`config.mk`:
```
export PLATFORM = sky130hd
export DESIGN_NAME = int_ctrl
export DESIGN_NICKNAME = d
export VERILOG_FILES = /design/src/rtl/int_ctrl.sv
export SDC_FILE = /design/constraint.sdc
export NUM_CORES = 1
export LEC_CHECK = 0
export ABC_AREA = 0
export BUFFER_PORTS_ARGS = -buffer_cell sky130_fd_sc_hd__buf_4
export CAP_MARGIN = 20
export CORE_ASPECT_RATIO = 1.25
export CORE_UTILIZATION = 46
export CTS_CLUSTER_DIAMETER = 30
export DETAILED_ROUTE_END_ITERATION = 16
export GPL_TIMING_DRIVEN = 0
export PLACE_DENSITY = 0.89
export REMOVE_ABC_BUFFERS = 1
export SLEW_MARGIN = 20
export SYNTH_ARGS = -nofsm -noshare
export SYNTH_HDL_FRONTEND = slang
export SYNTH_SLANG_ARGS = --single-unit
```
`constraint.sdc`:
```
create_clock -name clk -period 1.59 [get_ports clk]
set_input_delay 0 -clock clk [delete_from_list [all_inputs] [get_ports clk]]
set_output_delay 0 -clock clk [all_outputs]
set_load 0.05 [all_outputs]
```
`src/rtl/int_ctrl.sv`:
```
// int_ctrl: edge-triggered interrupt controller with claim/EOI handshake.
// Ports:
//   clk, rst       clock; synchronous active-high reset
//   irq            rising-edge triggered interrupt lines (NUM_IRQ wide)
//   hwint          registered interrupt request to the control unit
//   int_ack        one-cycle acknowledge from the control unit
//   rd, wr, addr   register strobes and select (0 PENDING, 1 ENABLE, 2 CLAIM, 3 EOI)
//   wdata, rdata   register write data / combinational read data
// Optional build macro INT_CTRL_SYNC_EN: adds a two-flop synchronizer on irq.
module int_ctrl #(
    parameter int unsigned NUM_IRQ = 8
) (
    input  logic               clk,
    input  logic               rst,
    input  logic [NUM_IRQ-1:0] irq,
    output logic               hwint,
    input  logic               int_ack,
    input  logic               rd,
    input  logic               wr,
    input  logic [1:0]         addr,
    input  logic [31:0]        wdata,
    output logic [31:0]        rdata
);

    localparam logic [1:0] ADDR_PEND  = 2'd0;
    localparam logic [1:0] ADDR_EN    = 2'd1;
    localparam logic [1:0] ADDR_CLAIM = 2'd2;
    localparam logic [1:0] ADDR_EOI   = 2'd3;
    localparam logic [7:0] ID_NONE    = 8'hFF;

    typedef enum logic [1:0] {IDLE, ASSERT, SERVICE} state_t;

    state_t             state;
    logic [NUM_IRQ-1:0] pending;
    logic [NUM_IRQ-1:0] enable;
    logic [NUM_IRQ-1:0] irq_prev;
    logic [NUM_IRQ-1:0] irq_s;
    logic [7:0]         claim_id;

`ifdef INT_CTRL_SYNC_EN
    logic [NUM_IRQ-1:0] sync1;
    logic [NUM_IRQ-1:0] sync2;

    // Two-flop synchronizer ahead of edge detection.
    always_ff @(posedge clk) begin
        if (rst) begin
            sync1 <= '0;
            sync2 <= '0;
        end else begin
            sync1 <= irq;
            sync2 <= sync1;
        end
    end
    assign irq_s = sync2;
`else
    assign irq_s = irq;
`endif

    // Upper wdata bits are only meaningful for wide configurations.
    logic unused_wdata;
    assign unused_wdata = ^wdata;

    logic [NUM_IRQ-1:0] edge_v;
    logic [NUM_IRQ-1:0] w1c;
    logic [NUM_IRQ-1:0] active;
    logic [NUM_IRQ-1:0] sel_oh;
    logic [NUM_IRQ-1:0] ack_clr;
    logic [NUM_IRQ-1:0] pending_nxt;
    logic [7:0]         sel_id;
    logic               sel_found;
    logic               ack_take;
    logic               eoi_wr;

    assign edge_v   = irq_s & ~irq_prev;
    assign w1c      = (wr && addr == ADDR_PEND) ? wdata[NUM_IRQ-1:0] : '0;
    // A same-cycle W1C is visible to the claim and to the request decision.
    assign active   = pending & ~w1c & enable;
    assign ack_take = (state == ASSERT) && int_ack;
    assign eoi_wr   = wr && addr == ADDR_EOI;

    // Lowest-index active source; descending scan so the lowest wins.
    always_comb begin
        sel_found = 1'b0;
        sel_id    = ID_NONE;
        sel_oh    = '0;
        for (int i = int'(NUM_IRQ) - 1; i >= 0; i--) begin
            if (active[i]) begin
                sel_found = 1'b1;
                sel_id    = 8'(i);
                sel_oh    = '0;
                sel_oh[i] = 1'b1;
            end
        end
    end

    // New edges win over W1C and ack clears of the same bit.
    assign ack_clr     = ack_take ? sel_oh : '0;
    assign pending_nxt = (pending & ~w1c & ~ack_clr) | edge_v;

    // Register file and IDLE/ASSERT/SERVICE sequencing.
    always_ff @(posedge clk) begin
        if (rst) begin
            state    <= IDLE;
            hwint    <= 1'b0;
            pending  <= '0;
            enable   <= '0;
            claim_id <= ID_NONE;
            irq_prev <= irq_s;
        end else begin
            irq_prev <= irq_s;
            pending  <= pending_nxt;
            if (wr && addr == ADDR_EN) begin
                enable <= wdata[NUM_IRQ-1:0];
            end
            case (state)
                IDLE: begin
                    if (|active) begin
                        state <= ASSERT;
                        hwint <= 1'b1;
                    end
                end
                ASSERT: begin
                    if (int_ack) begin
                        state    <= SERVICE;
                        hwint    <= 1'b0;
                        claim_id <= sel_found ? sel_id : ID_NONE;
                    end else if (!(|active)) begin
                        state <= IDLE;
                        hwint <= 1'b0;
                    end
                end
                SERVICE: begin
                    hwint <= 1'b0;
                    if (eoi_wr) begin
                        state <= IDLE;
                    end
                end
                default: begin
                    state <= IDLE;
                    hwint <= 1'b0;
                end
            endcase
        end
    end

    // Combinational read mux.
    always_comb begin
        rdata = 32'h0;
        if (rd) begin
            case (addr)
                ADDR_PEND:  rdata = 32'(pending);
                ADDR_EN:    rdata = 32'(enable);
                ADDR_CLAIM: rdata = {(state == SERVICE), 23'h0, claim_id};
                default:    rdata = 32'h0;
            endcase
        end
    end

endmodule

```
* Yosys cells after proc, flatten, opt, wreduce, memory -nomap -nowiden
Cells that the tools add are included.
** Word-level totals
- Flip-flop bits (word level) :: 35
- Input bits :: 47
- Output and inout bits :: 33
- Logic and storage cells :: 70
** Operators by class
- Equal/unequal tests :: 8
- Multiplexer cells :: 38
- Bitwise gates (word level) :: 8
- Reduce and logical (&&, ||, !) cells :: 10
** Operators by type and width (count)
- two-way mux 8 bit :: 19
- case mux 32 bit (3 select lines) :: 1
- AND 8 bit :: 4
- two-way mux 32 bit :: 1
- inverter 8 bit :: 3
- two-way mux 1 bit :: 11
- two-way mux 2 bit :: 4
- bitwise OR 8 bit :: 1
- OR reduction 8 bit :: 1
- == test 2 bit, second input constant :: 3
- case mux 2 bit (3 select lines) :: 1
- == test 2 x 1 -> 1 bit, second input constant :: 2
- logical AND 1 bit :: 4
- zero test 2 bit :: 2
- inequality test 2 bit, second input constant :: 2
- AND reduction 2 bit :: 2
- inequality test 3 bit, second input constant :: 1
- AND reduction 3 bit :: 1
- case mux 1 bit (2 select lines) :: 1

* Longest topological paths before layout
Gate-level depths: netlist of the first run.
- Word-level depth :: 18
- Mapped depth :: 6
- Depth with buffers taken out :: 5

* Worst setup path after synthesis of the first run
No wires, ideal clock.
- Path type :: register -> register
- Start point :: register pending[1]
- End point :: register pending[5]
- Library setup time :: 0.117 ns
- Arrival time :: 1.348 ns
- Required time :: 1.473 ns
- Path slack :: 0.125 ns
- Stages on the path, launching flop included :: 6
- Buffers on the path :: 0
- Period minus slack after synthesis :: 1.465 ns
- Cells stage by stage :: dfxtp_1 > and2_1 > a222oi_1 > and3_2 > nand3b_1 > a32o_1
** On the way
- Word-level cells in the longest chain between the ends :: 8
** Ends and longest elaborated chain
- from (decl) :: line 34 : logic [NUM_IRQ-1:0] pending;
- from (signal assigned) :: line 111 : pending <= pending_nxt;
- AND 8 bit (2 in series) :: line 77 : assign active = pending & ~w1c & enable;
- two-way mux 8 bit (2 in series) :: line 87 : if (active[i]) begin
- two-way mux 8 bit :: line 97 : assign ack_clr = ack_take ? sel_oh : '0;
- inverter 8 bit :: line 98 : assign pending_nxt = (pending & ~w1c & ~ack_clr) | edge_v;
- AND 8 bit :: line 98
- bitwise OR 8 bit :: line 98
No other way between the ends.
A chain may end at the register's enable or synchronous reset.

* Final worst setup path of the first run
Ends and elaborated chain as after synthesis.

==> results of run 1 <==
==> logic make-up (layout without fill, tap and decap cells) <==
group / Yosys count / in the layout / share of synthesized area
DFF: 31 / 31 / 0.3650
and+or+nand+nor: 81 / 81 / 0.2723
muxes: 11 / 11 / 0.06476
buffers and inverters: 36 / 67 / 0.1398
other: 1 / 23 / 0.002205
AOI/OAI and AO/OA: 40 / 40 / 0.1560
==> path summary, 6_finish.rpt <==
check	end	slack, ns	depth (start not counted)
min	enable[1]$_SDFFE_PP0P_	0.06	2
max reg2reg	pending[5]$_SDFF_PP0_	-0.18	6
max	pending[5]$_SDFF_PP0_	-0.18	6
min reg2reg	claim_id[6]$_SDFFE_PP1P_	0.44	2
==> final cells by class <==
class,instances,area (um2)
clock buffer,6,82.58
sequential,31,624.3
inverter,4,15.01
fill,297,1282
timing repair buffer,55,455.4
tap,39,48.80
multi-input combinational,155,969.7
clock inverter,2,35.03
==> critical path, stage by stage, from the launching register on <==
cell      delay (ns)
dfxtp_2         0.32
and2_4          0.15
a222oi_1        0.46
buf_4           0.20
and3_4          0.21
nand3b_1        0.08
a32o_1          0.24
==> synth_stat cells, drive strengths merged, types with 2 or more instances <==
master	number
dfxtp	31
buf	26
nand2	19
nor2	18
a21oi	14
mux2i	11
and2	9
nand2b	8
nand4bb	8
nor2b	7
clkbuf	6
o21ai	6
a32oi	5
inv	4
a211oi	3
a21o	3
and3	3
nand3	3
a31oi	2
and4	2
nand3b	2
==> metrics by stage <==
stage / hold slack, ns / util / power [mW]
after global placement: 0.1148 / 0.5264 / 1.237
after floorplan: 0.02772 / - / 1.122
final: 0.06291 / 0.6350 / 2.097
after CTS: 0.06678 / 0.6229 / 2.086
after global routing: 0.06713 / 0.6350 / 2.179
after detailed placement: 0.1152 / 0.5264 / 1.243
==> sequential cells by signal (all words and copies together) (netlist names) <==
signal	count
state	2
pending	8
enable	8
irq_prev	8
claim_id	4
hwint	1
==> layer usage <==
layer / global-route usage / routed length (um) / vias up
met5: 0 / 0 / -
met4: 0.1111 / 120 / 0
met3: 0.05926 / 319 / 11
met2: 0.3492 / 2069 / 71
met1: 0.2116 / 1561 / 719
li1: - / - / 761
==> power by group through the flow <==
| stage | Combinational [mW] | Clock (mW) | Sequential (mW) |
|---|---|---|---|
| global placement | 0.378 | 0 | 0.859 |
| floorplan | 0.262 | 0 | 0.861 |
| detailed placement | 0.383 | 0 | 0.860 |
| CTS | 0.424 | 0.818 | 0.844 |
| global route | 0.462 | 0.867 | 0.850 |
| finish | 0.438 | 0.813 | 0.846 |
==> timing repair <==
action	4_1_cts	5_1_grt
gates resized for setup	5	5
hold buffers	17	0
buffers inserted	4	2
setup endpoints to repair	4	7
hold endpoints to repair	25	0
pin swaps	2	3
==> results by group, run 1 <==
STA
  – Worst Tran Pin Value: about 0.65 ns
  – Final Setup Violations: 7
  – RSZ-0062 raised after global routing: yes
  – Setup TNS: -0.6225 ns
  – Final worst slack: -0.1788 ns
  – Fin. Hold Viols: 0
  – Clk_skew: about 0.0072 ns
  – Peak Freq: approximately 0.57 GHz
  – Final period util: 1.112
  – Slew Limit Headroom: 0.5663
  – Slew Limit Fails: 0
  – Final Critical Period: around 1.8 ns

CTS
  – Clock Pin Slew Worst Setup and Hold Paths: about 0.070 ns
  – TritonCTS clock tree: yes
  – Cts bufs inserted: 5
  – Worst-Skew Late Latency: 0.30 ns
  – Clock root cell: clkbuf_8
  – H-tree depth: 2
  – Longest Clk Path Bufs: 2
  – CTS Sinks: 31

Final layout
  – Final non-filler cell total: just under 300
  – P&R area growth vs syn: 31.20%
  – Layout cells sized above 1: 0.2134
  – Design area: 0.002231 mm2
  – Commonest cells after routing, fill and taps aside: 38 x buf_4, 28 x dfxtp_1, 23 x conb_1, 19 x nand2_1, 18 x nor2_1
  – Most common cell after layout, fill and taps aside: buf_4
  – ANT cells: 0
  – Nets@finish: about 300

Route
  – Drt via density: 5.349
  – Routed vias: about 1,600
  – WL/cell: approximately 14 um
  – Final wirelength: ~4100 um
  – DRT iter0 DRCs: 60
  – DR pass1 iterations: 4
  – Final ANT Viol Nets: 0
  – Drc violations: 0

Synthesis
  – Synth Flop Type: dfxtp_1
  – Synth Cell Area: roughly 0.0017 mm2
  – Synth Register Bits: 31
  – Share of the synthesized area in the top cell type: 0.3650
  – Cell taking the most area after synthesis: dfxtp_1
  – Synth warn: 0
  – Avg Inst Size Synth: around 8.5 um2
  – Post-Synthesis Cells: 200
  – Ranking of synthesized cells by area: dfxtp_1 36%, buf_4 10%, mux2i_1 6.5%
  – Cell variety after synth: 34
  – Register area share after synthesis: 0.3650
  – Async SR Flop Fraction: 0
  – EDFF count, synth: 0

Power
  – Switching pwr: 619.2 uW
  – Clock network power share: 0.388
  – Int Pwr: 1.478 mW
  – Sequential power share: 0.404
  – Sw Ratio: 0.2952
  – Lkg Pwr: roughly 1 nW
  – Areal power density over the cells: between 900 and 1000 mW/mm2
  – Gate power share: 0.209
  – Worst vdd ir: 1102 uV

GRT
  – Global-route wire length before repair: between 6000 and 7000 um
  – Overflow after GRT: 0
  – Antenna violations before repair: 0
  – Vias in the first global route: 1,441
  – Pin count of the biggest net entering global routing: 27
  – Gr usage total: 0.2000

Placement
  – Placer Congestion: between 0.8 and 0.9
  – Placement Cell Area: between 0.0015 and 0.002 mm2
  – Port-buffer cells: 32
  – DP HPWL: ~2500 um
  – Pre-CTS WS: -0.2012 ns
  – Dpl cells: between 200 and 300

Die
  – Initial Util: 0.4840
  – Core area: between 0.003 and 0.004 mm2
  – Die ar.: 0.003945 mm2
  – Die W: roughly 56 um
  – Die Y: ~70 um
  – Row Count: 24
  – Ports: 80

Critical path
  – Worst Setup End Kind: register
  – Crit-path max FO: 5
  – Arr. time, crit path: around 2 ns
  – Crit Path Class: reg -> reg
  – CP startpoint kind: register
  – Critical Path Source: pending[1]$_SDFF_PP0_
  – CP Data Required Time: 1.78 ns
  – Worst r2r src: pending[1]$_SDFF_PP0_

Min path
  – Min-delay src: rst
  – Worst Hold Class: in -> reg

Run status
  – Violations in the final reports: setup timing
  – Outcome: finished, violations left

Flow run
  – Max cap viols: 0
Note: power is estimated with default switching activity, not from simulation.
==> run 2: changes to the inputs <==
--- a/config.mk
+++ b/config.mk
@@ -9,11 +9,12 @@
 export BUFFER_PORTS_ARGS = -buffer_cell sky130_fd_sc_hd__buf_4
 export CAP_MARGIN = 20
 export CORE_ASPECT_RATIO = 1.25
-export CORE_UTILIZATION = 46
+export CORE_UTILIZATION = 48
+export CTS_BUF_LIST = sky130_fd_sc_hd__clkbuf_4 sky130_fd_sc_hd__clkbuf_8
 export CTS_CLUSTER_DIAMETER = 30
 export DETAILED_ROUTE_END_ITERATION = 16
 export GPL_TIMING_DRIVEN = 0
-export PLACE_DENSITY = 0.89
+export PLACE_DENSITY = 0.92
 export REMOVE_ABC_BUFFERS = 1
 export SLEW_MARGIN = 20
 export SYNTH_ARGS = -nofsm -noshare
==> run 2 against run 1 <==
  * The run still ends with setup timing left
  * Largest cell class unchanged
  * Wire length decreased by 1.9%
  * Critical endpoint unchanged
  * Via count is 2.8% lower
  * Setup slack gained 0.16 ns
==> results by group, run 2 (same netlist as run 1, synthesis figures left out) <==
STA
  – RSZ-0062 raised after global routing: yes
  – Final Critical Period: 1.613 ns (-0.1555 ns)
  – Slew Limit Fails: 0 (unchanged)
  – Slew Limit Headroom: 0.6415 (+0.07521)
  – Final worst slack: -0.02333 ns (+0.1555 ns)
  – Final period util: 1.015 (-0.09780)
  – Worst Tran Pin Value: 0.5365 ns (-0.1128 ns)
  – WHS: 0.06148 ns (-0.001434 ns)
  – Setup TNS: -0.02333 ns (+0.5992 ns)
  – Peak Freq: 0.6198 GHz (+9.6%)
  – Clk_skew: 0.007027 ns (-0.0002154 ns)
  – Final Setup Violations: 1 (-6)
  – Fin. Hold Viols: 0 (unchanged)

Power
  – Areal power density over the cells: 878.7 mW/mm2 (-6.5%)
  – Worst vdd ir: 823.5 uV (-25%)
  – Lkg Pwr: 0.9741 nW (-2.4%)

Critical path
  – Crit-path max FO: 5 (unchanged)
  – Worst Setup End Kind: register
  – CP max-delay cell: a222oi_1
  – Cell Chain, Critical Path: and2_4 -> a222oi_1 -> and3_4 -> nand3b_1 -> a32o_1
  – Crit Path Class: reg -> reg
  – CP startpoint kind: register
  – CP Data Required Time: 1.78 ns (about the same)
  – CP peak stage delay: 0.41 ns (-0.05 ns)
  – Arr. time, crit path: 1.80 ns (-0.16 ns)

Final layout
  – Commonest cells after routing, fill and taps aside: 36 x buf_4, 27 x dfxtp_1, 23 x conb_1, 19 x nand2_1, 18 x nor2_1
  – Layout cells sized above 1: 0.2112 (-0.002283)
  – Reg area: 625.6 um2 (+0.20%)
  – Design area: 0.002172 mm2 (-2.6%)
  – Multi-input gate area: 955.9 um2 (-1.4%)
  – Top Registers: enable (8), irq_prev (8), pending (8)
  – P&R area growth vs syn: 27.74%
  – Most common cell after layout, fill and taps aside: buf_4
  – Nets@finish: 297 (-0.67%)
  – Fillers: 273 (-8.1%)
  – Final non-filler cell total: 288 (-1.4%)
  – ANT cells: 0 (unchanged)

Route
  – Routed vias: 1,519 (-2.8%)
  – DRT iter0 DRCs: 59 (-1.7%)
  – WL/cell: 13.86 um (-0.58%)
  – DR pass1 iterations: 4 (unchanged)
  – Final wirelength: 3991 um (-1.9%)
  – Drt via density: 5.274 (-1.4%)
  – Final ANT Viol Nets: 0 (unchanged)
  – Drc violations: 0 (unchanged)

CTS
  – Worst-Skew Late Latency: 0.29 ns (about the same)
  – Clock Pin Slew Worst Setup and Hold Paths: 0.07 ns (about the same)
  – CTS Sinks: 31 (unchanged)
  – H-tree depth: 2 (unchanged)
  – Longest Clk Path Bufs: 2 (unchanged)
  – Clock root cell: clkbuf_8
  – TritonCTS clock tree: yes
  – Cts bufs inserted: 5 (unchanged)

GRT
  – Met2 Use GR: 0.3886 (+0.03935)
  – Pin count of the biggest net entering global routing: 27 (unchanged)
  – Overflow after GRT: 0 (unchanged)
  – Global-route wire length before repair: 6078 um (-0.34%)
  – Vias in the first global route: 1,394 (-3.3%)
  – Met1 GRT Util: 0.2330 (+0.02143)
  – GR peak layer: met2
  – Antenna violations before repair: 0 (unchanged)
  – Met3 global-route usage: 0.04104 (-0.01821)
  – Gr usage total: 0.2161 (+0.01612)

Die
  – Die W: 55.24 um (-2.0%)
  – Initial Util: 0.5183 (+0.03433)
  – Row Count: 23 (-4.2%)
  – Ports: 80 (unchanged)
  – Die Y: 68.55 um (-2.0%)
  – Die ar.: 0.003786 mm2 (-4.0%)
  – Core area: 0.003281 mm2 (-6.6%)

Placement
  – Port-buffer cells: 32 (unchanged)
  – Placer Congestion: 0.8007 (-0.11%)
  – DP HPWL: 2475 um (-1.6%)
  – Placement Cell Area: 0.001847 mm2 (-0.14%)
  – Dpl cells: 259 (-0.77%)

Run status
  – Outcome: finished, violations left
  – Violations in the final reports: setup timing

Flow run
  – Max cap viols: 0 (unchanged)

Min path
  – Worst Hold Class: in -> reg
-- run 2: cell type report --
| type | count | area share |
|---|---|---|
| sequential | 31 | 0.2880 |
| tap | 37 | 0.02131 |
| clock buffer | 7 | 0.03859 |
| timing repair buffer | 53 | 0.2028 |
| multi-input combinational | 155 | 0.4401 |
| inverter | 4 | 0.006912 |
| clock inverter | 1 | 0.002304 |
-- run 2: power by group --
part / internal (mW) / switching, mW
combinational: 0.151 / 0.281
clock: 0.340 / 0.289
sequential: 0.818 / 0.0297
-- run 2: layer usage --
layer	wire [um]	up-vias
li1	-	752
met1	1635	700
met2	2020	59
met3	250	8
met4	85	0
met5	0	-
-- run 2: per-stage QoR --
stage	utilization	worst slack (ns)	power (mW)
2_1_floorplan	-	0.1248	1.122
3_3_place_gp	0.5629	-0.1310	1.236
3_5_place_dp	0.5629	-0.2006	1.243
4_1_cts	0.6537	-0.02969	1.910
5_1_grt	0.6621	-0.1039	1.992
6_report	0.6621	-0.02333	1.909
-- run 2: final timing paths --
check                                 from                        to  slack, ns  cells past startpoint
setup / recovery     pending[1]$_SDFF_PP0_     pending[5]$_SDFF_PP0_      -0.02                      5
hold / removal                         rst    enable[5]$_SDFFE_PP0P_       0.06                      2
setup reg to reg     pending[1]$_SDFF_PP0_     pending[5]$_SDFF_PP0_      -0.02                      5
hold reg to reg   claim_id[6]$_SDFFE_PP1P_  claim_id[6]$_SDFFE_PP1P_       0.45                      2
-- run 2: timing repair --
| action | 4_1_cts | 5_1_grt |
|---|---|---|
| setup endpoints to repair | 4 | 14 |
| hold buffers | 17 | 0 |
| pin swaps | 4 | 1 |
| endpoints found under the hold margin | 25 | 0 |
| setup buffers | 2 | 2 |
| gates resized for setup | 6 | 5 |
| gates cloned | 0 | 0 |
-- run 2: worst max-delay path: cells and delay by family (launching register included) --
kind / cells / cell delay [ns]
simple gates: 3 / 0.54
flops: 1 / 0.32
compound gates: 2 / 0.66
==> run 3: changes to the inputs <==
--- a/config.mk
+++ b/config.mk
@@ -9,6 +9,7 @@
 export BUFFER_PORTS_ARGS = -buffer_cell sky130_fd_sc_hd__buf_4
 export CAP_MARGIN = 20
 export CORE_ASPECT_RATIO = 1.25
+export CORE_MARGIN = 5
 export CORE_UTILIZATION = 48
 export CTS_BUF_LIST = sky130_fd_sc_hd__clkbuf_4 sky130_fd_sc_hd__clkbuf_8
 export CTS_CLUSTER_DIAMETER = 30
==> run 3 against run 2 <==
  * The run still ends with setup timing left
  * Setup slack lost 0.035 ns
  * Count of clock-buffer cells in the layout shrank 1
  * Worst hold slack gained 0.016 ns
  * Die area grew 28%
  * Flip-flop and latch count is the same
  * Cell count grew 1.0%
  * Clock skew shrank 0.0026 ns
  * Sequential share of layout area shrank 0.43 points
  * Via count grew 2.4%
  * Largest power group unchanged
  * Highest routed layer unchanged
==> results by group, run 3 (same netlist as run 1, synthesis figures left out) <==
Route
  – Routed met2 length: 2152 um (+6.5%)
  – WL/cell: 14.67 um (+5.9%)
  – M1 wire length: 1637 um (+0.12%)
  – DRT iter0 DRCs: 94 (+59%)
  – Final wirelength: 4269 um (+7.0%)
  – Drc violations: 0 (unchanged)
  – Drt via density: 5.344 (+1.3%)
  – Final ANT Viol Nets: 0 (unchanged)
  – DR pass1 iterations: 4 (unchanged)
  – Met3 WL post-DR: 344 um (+38%)
  – Top sig layer: met4
  – Routed vias: 1,555 (+2.4%)

Min path
  – Hold endpoint: enable[4]$_SDFFE_PP0P_
  – Min-delay src: rst
  – Hold path cells: 2 (unchanged)
  – Worst Hold Class: in -> reg

STA
  – Final Setup Violations: 1 (unchanged)
  – Final Critical Period: 1.649 ns (+0.03531 ns)
  – RSZ-0062 raised after global routing: yes
  – Peak Freq: 0.6066 GHz (-2.1%)
  – Final worst slack: -0.05865 ns (-0.03531 ns)
  – Slew Limit Fails: 0 (unchanged)
  – Slew Limit Headroom: 0.5115 (-0.1300)
  – Final period util: 1.037 (+0.02221)
  – Setup TNS: -0.05865 ns (-0.03531 ns)
  – Worst Tran Pin Value: 0.7312 ns (+0.1948 ns)
  – Clk_skew: 0.004451 ns (-0.002577 ns)
  – Fin. Hold Viols: 0 (unchanged)

Critical path
  – CP startpoint kind: register
  – Worst Setup End Kind: register
  – Crit-path max FO: 5 (unchanged)
  – Arr. time, crit path: 1.82 ns (+0.02 ns)
  – Worst r2r src: pending[2]$_SDFF_PP0_
  – R2R cell count: 6 (+1)
  – CP Data Required Time: 1.76 ns (-0.02 ns)
  – RR Endpoint: pending[5]$_SDFF_PP0_
  – Reg2reg setup slack: -0.06 ns (-0.04 ns)
  – Crit Path Class: reg -> reg

GRT
  – Gr usage total: 0.1676 (-0.04850)
  – Antenna violations before repair: 0 (unchanged)
  – Overflow after GRT: 0 (unchanged)
  – Global-route wire length before repair: 6568 um (+8.1%)
  – Vias in the first global route: 1,443 (+3.5%)
  – Pin count of the biggest net entering global routing: 27 (unchanged)

Power
  – Worst vdd ir: 763.5 uV (-7.3%)
  – Lkg Pwr: 0.9824 nW (+0.85%)
  – Areal power density over the cells: 843.5 mW/mm2 (-4.0%)

Die
  – Ports: 80 (unchanged)
  – Die W: 63.24 um (+14%)
  – Core area: 0.003453 mm2 (+5.3%)
  – Initial Util: 0.4924 (-0.02592)
  – Die Y: 76.55 um (+12%)
  – Row Count: 24 (+4.3%)
  – Die ar.: 0.004840 mm2 (+28%)

Flow run
  – Max cap viols: 0 (unchanged)

CTS
  – H-tree depth: 2 (unchanged)
  – TritonCTS clock tree: yes
  – Worst-Skew Late Latency: 0.28 ns (about the same)
  – CTS Sinks: 31 (unchanged)
  – Cts bufs inserted: 5 (unchanged)
  – Clock root cell: clkbuf_8
  – Clock Pin Slew Worst Setup and Hold Paths: 0.06 ns (about the same)
  – Longest Clk Path Bufs: 2 (unchanged)

Final layout
  – Fillers: 272 (-0.37%)
  – Layout cells sized above 1: 0.2063 (-0.004806)
  – Commonest cells after routing, fill and taps aside: 39 x buf_4, 29 x dfxtp_1, 23 x conb_1, 19 x nand2_1, 18 x nor2_1
  – P&R area growth vs syn: 29.14%
  – Nets@finish: 300 (+1.0%)
  – ANT cells: 0 (unchanged)
  – Multi-input gate area: 969.7 um2 (+1.4%)
  – Design area: 0.002196 mm2 (+1.1%)
  – Final non-filler cell total: 291 (+1.0%)
  – Finished Core Util: 0.6359 (-0.02622)
  – Top Registers: enable (8), irq_prev (8), pending (8)
  – Reg area: 623.1 um2 (-0.40%)
  – Most common cell after layout, fill and taps aside: buf_4

Placement
  – Placement Cell Area: 0.001849 mm2 (+0.14%)
  – Port-buffer cells: 32 (unchanged)
  – Placer Congestion: 0.7748 (-3.2%)
  – Dpl cells: 261 (+0.77%)
  – DP HPWL: 2652 um (+7.2%)

Run status
  – Violations in the final reports: setup timing
  – Outcome: finished, violations left
[run 3: timing repair]
item                                   CTS  global route
setup endpoints to repair                4             7
pin swaps                                3             2
setup buffers                            4             3
endpoints found under the hold margin   25             0
hold buffers                            17             0
gates resized for setup                  5             3
[run 3: stage by stage]
stage | setup WS (ns) | hold slack, ns | power (mW)
detailed placement | -0.1675 | 0.1159 | 1.243
finish | -0.05865 | 0.07706 | 1.852
global placement | -0.1246 | 0.1144 | 1.236
floorplan | 0.1248 | 0.02772 | 1.122
CTS | 0.002462 | 0.07092 | 1.855
global route | -0.1428 | 0.09384 | 1.931
[run 3: report_power, final]
part / switching [mW] / leakage, nW / total [mW] / internal, mW
sequential: 0.0287 / 0.256 / 0.846 / 0.818
combinational: 0.284 / 0.685 / 0.437 / 0.152
clock: 0.262 / 0.0406 / 0.569 / 0.308
[run 3: layout make-up]
cell class | count | share of cell area
Multi-Input combinational cell | 155 | 0.4416
Timing Repair Buffer | 56 | 0.2108
Clock buffer | 6 | 0.03476
Tap cell | 39 | 0.02222
Inverter | 4 | 0.006838
Sequential cell | 31 | 0.2838
[run 3: worst max path at each step]
stage                      startpoint                    end
6_report        pending[2]$_SDFF_PP0_  pending[5]$_SDFF_PP0_
5_1_grt        enable[2]$_SDFFE_PP0P_  pending[5]$_SDFF_PP0_
4_1_cts         pending[1]$_SDFF_PP0_  pending[5]$_SDFF_PP0_
3_5_place_dp    state[0]$_SDFFE_PP0P_  pending[3]$_SDFF_PP0_
3_3_place_gp    state[0]$_SDFFE_PP0P_  pending[3]$_SDFF_PP0_
2_1_floorplan   pending[1]$_SDFF_PP0_  pending[5]$_SDFF_PP0_
[run 3: worst max-delay path, cell delays in order, from the launching register on]
cell,delay [ns]
dfxtp_1,0.32
and2_1,0.18
a222oi_1,0.32
buf_4,0.18
and3_4,0.21
nand3b_1,0.08
a32o_1,0.25
[run 3: layer usage]
layer,up-vias,global-route usage
li1,762,-
met1,703,0.1823
met2,74,0.2906
met3,16,0.05752
met4,0,0.07069
met5,-,0
